==> src/rtl/ysyx_2022040010_sram_arb.sv <==
// Shares one single-port memory channel between fetch (isram) and data (dsram) ports; data wins unless YSYX_2022040010_ARB_RR_EN selects round-robin.
// Latency: 4 cycles from request to ok with an immediate ready/rvalid; each stalled ready/rvalid cycle adds one.
// Backpressure: mem_req holds with stable fields until mem_ready; stallreq_for_mem freezes the pipeline until every enabled port is done.
module ysyx_2022040010_sram_arb (
    input  logic        clk,
    input  logic        rst,
    input  logic        isram_e,
    input  logic [63:0] isram_addr,
    output logic [31:0] isram_rdata,
    output logic        isram_ok,
    input  logic        dsram_e,
    input  logic        dsram_we,
    input  logic [63:0] dsram_addr,
    input  logic [63:0] dsram_wdata,
    input  logic [7:0]  dsram_sel,
    output logic [63:0] dsram_rdata,
    output logic        dsram_ok,
    output logic        stallreq_for_mem,
    output logic        mem_req,
    output logic        mem_we,
    output logic [63:0] mem_addr,
    output logic [63:0] mem_wdata,
    output logic [7:0]  mem_sel,
    input  logic        mem_ready,
    input  logic        mem_rvalid,
    input  logic [63:0] mem_rdata
);

    typedef enum logic [1:0] {IDLE, REQ, WAIT, DONE} state_t;

    state_t state, state_nxt;
    logic   i_done, d_done;
    logic   gnt_d;
    logic   pending_i, pending_d;
    logic   grant_vld, pick_d;
`ifdef YSYX_2022040010_ARB_RR_EN
    logic   last_fetch;
`endif

    assign pending_i        = isram_e & ~i_done;
    assign pending_d        = dsram_e & ~d_done;
    assign stallreq_for_mem = ~rst & (pending_i | pending_d);
    assign mem_req          = (state == REQ);
    assign isram_ok         = i_done;
    assign dsram_ok         = d_done;

    always_ff @(posedge clk) begin
        if (rst) state <= IDLE;
        else     state <= state_nxt;
    end

    always_comb begin
        state_nxt = state;
        grant_vld = 1'b0;
`ifdef YSYX_2022040010_ARB_RR_EN
        // On conflict, the port that was not served last goes first.
        pick_d    = pending_d & (~pending_i | last_fetch);
`else
        pick_d    = pending_d;
`endif
        case (state)
            IDLE: if (pending_i | pending_d) begin
                grant_vld = 1'b1;
                state_nxt = REQ;
            end
            REQ:  if (mem_ready)  state_nxt = WAIT;
            WAIT: if (mem_rvalid) state_nxt = DONE;
            DONE: state_nxt = IDLE;
            default: state_nxt = IDLE;
        endcase
    end

    always_ff @(posedge clk) begin
        if (rst) begin
            gnt_d       <= 1'b0;
            mem_we      <= 1'b0;
            mem_addr    <= '0;
            mem_wdata   <= '0;
            mem_sel     <= '0;
            isram_rdata <= '0;
            dsram_rdata <= '0;
            i_done      <= 1'b0;
            d_done      <= 1'b0;
`ifdef YSYX_2022040010_ARB_RR_EN
            last_fetch  <= 1'b0;
`endif
        end else begin
            if (grant_vld) begin
                gnt_d     <= pick_d;
                mem_we    <= pick_d & dsram_we;
                mem_addr  <= pick_d ? dsram_addr  : isram_addr;
                mem_wdata <= pick_d ? dsram_wdata : 64'd0;
                mem_sel   <= pick_d ? dsram_sel   : 8'hFF;
`ifdef YSYX_2022040010_ARB_RR_EN
                last_fetch <= ~pick_d;
`endif
            end
            if (state == WAIT && mem_rvalid) begin
                if (gnt_d) begin
                    if (!mem_we) dsram_rdata <= mem_rdata;
                end else begin
                    isram_rdata <= mem_addr[2] ? mem_rdata[63:32] : mem_rdata[31:0];
                end
            end
            // The pipeline advances whenever no stall is raised, so completion is forgotten then.
            if (!stallreq_for_mem) begin
                i_done <= 1'b0;
                d_done <= 1'b0;
            end else if (state == DONE) begin
                if (gnt_d) d_done <= 1'b1;
                else       i_done <= 1'b1;
            end
        end
    end

endmodule

==> config.mk <==
export PLATFORM = sky130hd
export DESIGN_NAME = ysyx_2022040010_sram_arb
export DESIGN_NICKNAME = d
export VERILOG_FILES = /design/src/rtl/ysyx_2022040010_sram_arb.sv
export SDC_FILE = /design/constraint.sdc
export NUM_CORES = 1
export LEC_CHECK = 0
export BUFFER_PORTS_ARGS = -buffer_cell sky130_fd_sc_hd__buf_2
export CORE_AREA = 2 2 196 198
export CTS_CLUSTER_SIZE = 8
export DETAILED_ROUTE_END_ITERATION = 12
export DIE_AREA = 0 0 198 200
export PLACE_DENSITY = 0.57
export SYNTH_ARGS = -nofsm -noshare
export SYNTH_HDL_FRONTEND = slang
export SYNTH_SLANG_ARGS = --single-unit
==> constraint.sdc <==
create_clock -name clk -period 1.65 [get_ports clk]
set_input_delay 0.0825 -clock clk [delete_from_list [all_inputs] [get_ports clk]]
set_output_delay 0.0825 -clock clk [all_outputs]
set_load 0.1 [all_outputs]
==> results.sh <==
export IMPL_status="complete, no violations"
export IMPL_powerDensity_mw_per_mm2=1740
export IMPL_maxCapViolCount=0
export IMPL_syn_cell_area_mm2=0.00907
export IMPL_num_io_pins=508
export IMPL_fin_ws_ns=0.0311
export IMPL_intPower_uw=14400
export IMPL_irDropWorstVdd_uv=1130
export IMPL_grt_overflow=0
export IMPL_fmax_mhz=618
export IMPL_n_fill_cell=3512
export IMPL_die_h_um=200
export IMPL_grt_pass1_vias=11100
export IMPL_cts_sinks=238
export IMPL_finClkSkew_ns=0.0113
export IMPL_gp_congestion=0.899
export IMPL_synth_main_ff_cell="dfxtp_1"
export IMPL_rsz0062_at_grt="true"
export IMPL_drc_errors=0
export IMPL_synth_area_per_cell_um2=8.53
export IMPL_ys_warn_count=0
export IMPL_max_slew_margin_pct=58.0
export IMPL_cts_root_buf="clkbuf_16"
export IMPL_grt_usage_pct=18.6
export IMPL_leakagePower_uw=0.00746
export IMPL_drive_above_1_share_pct=34.9
export IMPL_core_mm2=0.0374
export IMPL_hold_class="primary input to register"
export IMPL_postSynthCellCount=1063
export IMPL_die_w_um=198
export IMPL_yosysSeqAreaShare_pct=52.5
export IMPL_hpwl_um=23700
export IMPL_tns_ns=0
export IMPL_setup_worst_path_end_class="primary output"
export IMPL_ff2ff_setup_slack_ns=0.04
export IMPL_synth_distinct_cells=23
export IMPL_path_class="register to primary output"
export IMPL_antenna_found_initial=2
export IMPL_rows=71
export IMPL_dp_slack_ns=-0.0238
export IMPL_nets=2114
export IMPL_vias_per_cell=4.70
export IMPL_final_area_mm2=0.0164
export IMPL_die_area_mm2=0.0396
export IMPL_grt_use_met2_pct=31.3
export IMPL_path_clk_slew_ns=0.05
export IMPL_synth_edf_count=0
export IMPL_synthArstFlopShare_pct=0
export IMPL_initial_core_util_pct=24.3
export IMPL_drt_pass1_iter_count=6
export IMPL_worst_slew_pin_transition_ns=0.629
export IMPL_worst_setup_path_start_kind="register"
export IMPL_postRouteAntennaNets=0
export IMPL_gr_usage_met1_pct=20.4
export IMPL_arrival_ns=1.54
export IMPL_hold_viol=0
export IMPL_crit_fanout=3
export IMPL_finalMaxSlewViolations=0
export IMPL_drt_total_wl_um=40400
export IMPL_r2r_end="mem_sel[5]$_SDFFE_PP0P_"
export IMPL_clkLatencyLatePin_ns=0.51
export IMPL_area_delta_synth_final_pct=81.3
export IMPL_h_tree_depth=2
export IMPL_fin_crit_ns=1.62
export IMPL_tritoncts="yes"
export IMPL_min_delay_start="rst"
export IMPL_clk_path_buf_depth=3
export IMPL_seqPwrFrac_pct=26.1
export IMPL_setup_violations_final=0
export IMPL_rr_startpoint="dsram_ok$_SDFFE_PP0P_"
export IMPL_grt_max_degree=67
export IMPL_holdPathEnd="mem_addr[63]$_SDFFE_PP0P_"
export IMPL_grt_busiest_layer="met2"
export IMPL_grt_pass1_wl_um=57900
export IMPL_postPlaceCellArea_mm2=0.0123
export IMPL_ys_ff_latch=238
export IMPL_vias=11100
export IMPL_p_switching_uw=14300
export IMPL_worstPathRequired_ns=1.57
export IMPL_port_buffers=507
export IMPL_gr_usage_met3_pct=5.11
export IMPL_switching_share_pct=49.8
export IMPL_holdPathStages=2
export IMPL_pwr_share_clk_pct=22.2
export IMPL_r2r_cells=8
export IMPL_finalCritPeriodShare_pct=98.1
export IMPL_post_drt_wl_per_cell_um=17.1
export IMPL_combPwrFrac_pct=51.7
export IMPL_numCtsBuffers=35
export IMPL_drt_iter0_drc=507
export IMPL_syn_nets=1338
[synth_stat cells, types with 2 or more instances]
| cell type | instances | area [um^2] |
|---|---|---|
| clkbuf_1 | 36 | 135 |
| nand2b_1 | 2 | 12.5 |
| a311oi_1 | 65 | 569 |
| and2_1 | 2 | 12.5 |
| buf_6 | 7 | 78.8 |
| inv_1 | 3 | 11.3 |
| mux2i_1 | 33 | 330 |
| ha_1 | 4 | 50.1 |
| nor3_1 | 12 | 60.1 |
| dfxtp_1 | 238 | 4760 |
| buf_4 | 8 | 60.1 |
| nand2_1 | 258 | 968 |
| nor2_1 | 181 | 679 |
| a211oi_1 | 32 | 240 |
| buf_2 | 42 | 210 |
| a22oi_1 | 65 | 488 |
| nor2b_1 | 3 | 18.8 |
| a21oi_1 | 67 | 335 |
[worst max-delay path, stage by stage (launching register included)]
cell	delay, ns
dfxtp_4	0.34
nand2b_4	0.14
buf_6	0.11
and2_4	0.14
nor2_4	0.10
buf_12	0.18
[state kept, by name, indices dropped and copies added (netlist names)]
register and flops:
dsram_rdata 64, mem_addr 64, mem_wdata 64, isram_rdata 32, mem_sel 8, state 2
dsram_ok 1, gnt_d 1, isram_ok 1, mem_we 1
[how the worst max path moves through the flow]
stage / start / endpoint / slack, ns / cells after the start
floorplan: isram_ok$_SDFFE_PP0P_ / mem_addr[23]$_SDFFE_PP0P_ / 0.003 / 6
global placement: state[1]$_SDFFE_PP0P_ / mem_addr[2]$_SDFFE_PP0P_ / 0.006 / 6
detailed placement: state[1]$_SDFFE_PP0P_ / mem_addr[27]$_SDFFE_PP0P_ / -0.02 / 6
CTS: dsram_ok$_SDFFE_PP0P_ / stallreq_for_mem / -0.04 / 5
global route: dsram_ok$_SDFFE_PP0P_ / mem_sel[5]$_SDFFE_PP0P_ / -0.06 / 8
finish: dsram_ok$_SDFFE_PP0P_ / stallreq_for_mem / 0.03 / 5
[power groups by stage]
stage / clock [uW] / sequential, uW / combinational [uW]
finish: 6360 / 7490 / 14800
global route: 6800 / 7600 / 15500
CTS: 6560 / 7470 / 14000
detailed placement: 0 / 7550 / 13100
global placement: 0 / 7530 / 13000
floorplan: 0 / 14600 / 3450
[per-stage QoR]
step,power [uW],hold WS (ns),utilization [%],cells
final,28700,0.0199,44.0,2354
after global routing,29900,0.0238,44.0,2354
after CTS,28100,-0.000538,43.1,2343
after detailed placement,20600,0.324,33.0,2028
after global placement,20500,0.314,33.0,2028
after floorplan,18100,0.218,-,1063
[metal layers]
metal / routed length, um / share of wire [%] / vias to the layer above
met1: 15500 / 38 / 5112
met3: 3210 / 8.0 / 163
met2: 19400 / 48 / 588
met5: 0 / 0 / -
li1: - / - / 5190
met4: 2280 / 5.6 / 0
[cells by family after synthesis]
group / count (synthesis) / synth area share [%]
flip-flops: 238 / 52.5
adder cells (fa/ha/maj): 4 / 0.552
buffers and inverters: 96 / 5.46
multiplexers: 33 / 3.64
AND/OR/NAND/NOR: 461 / 19.6
AO/OA/AOI/OAI: 231 / 18.2
[area by class of cell]
type | count | area [um^2] | share of cell area (%)
Timing Repair Buffer | 832 | 6100 | 37.1
Sequential cell | 238 | 4780 | 29.0
Multi-Input combinational cell | 729 | 3980 | 24.2
Clock buffer | 40 | 937 | 5.70
Tap cell | 511 | 639 | 3.89
Inverter | 3 | 11.3 | 0.0685
Antenna cell | 1 | 2.50 | 0.0152
[timing repair]
action                                 CTS  global route
setup endpoints to repair               63           147
cloned                                   3             8
resized for setup                       18            25
hold buffers                           267             0
buffers inserted                         5             2
pin swaps                                1            23
endpoints found under the hold margin  236             0
[cell usage in the layout, fill, tap and decap left out, types with 19 or more instances in the layout]
cell type,count
buf_2,503
dlygate4sd3_1,267
nand2_1,258
dfxtp_1,233
nor2_1,180
a21oi_1,66
a22oi_1,65
a311oi_1,60
clkbuf_16,44
mux2i_1,33
buf_4,28
a211oi_1,19
Power figures use the tool's default switching activity.
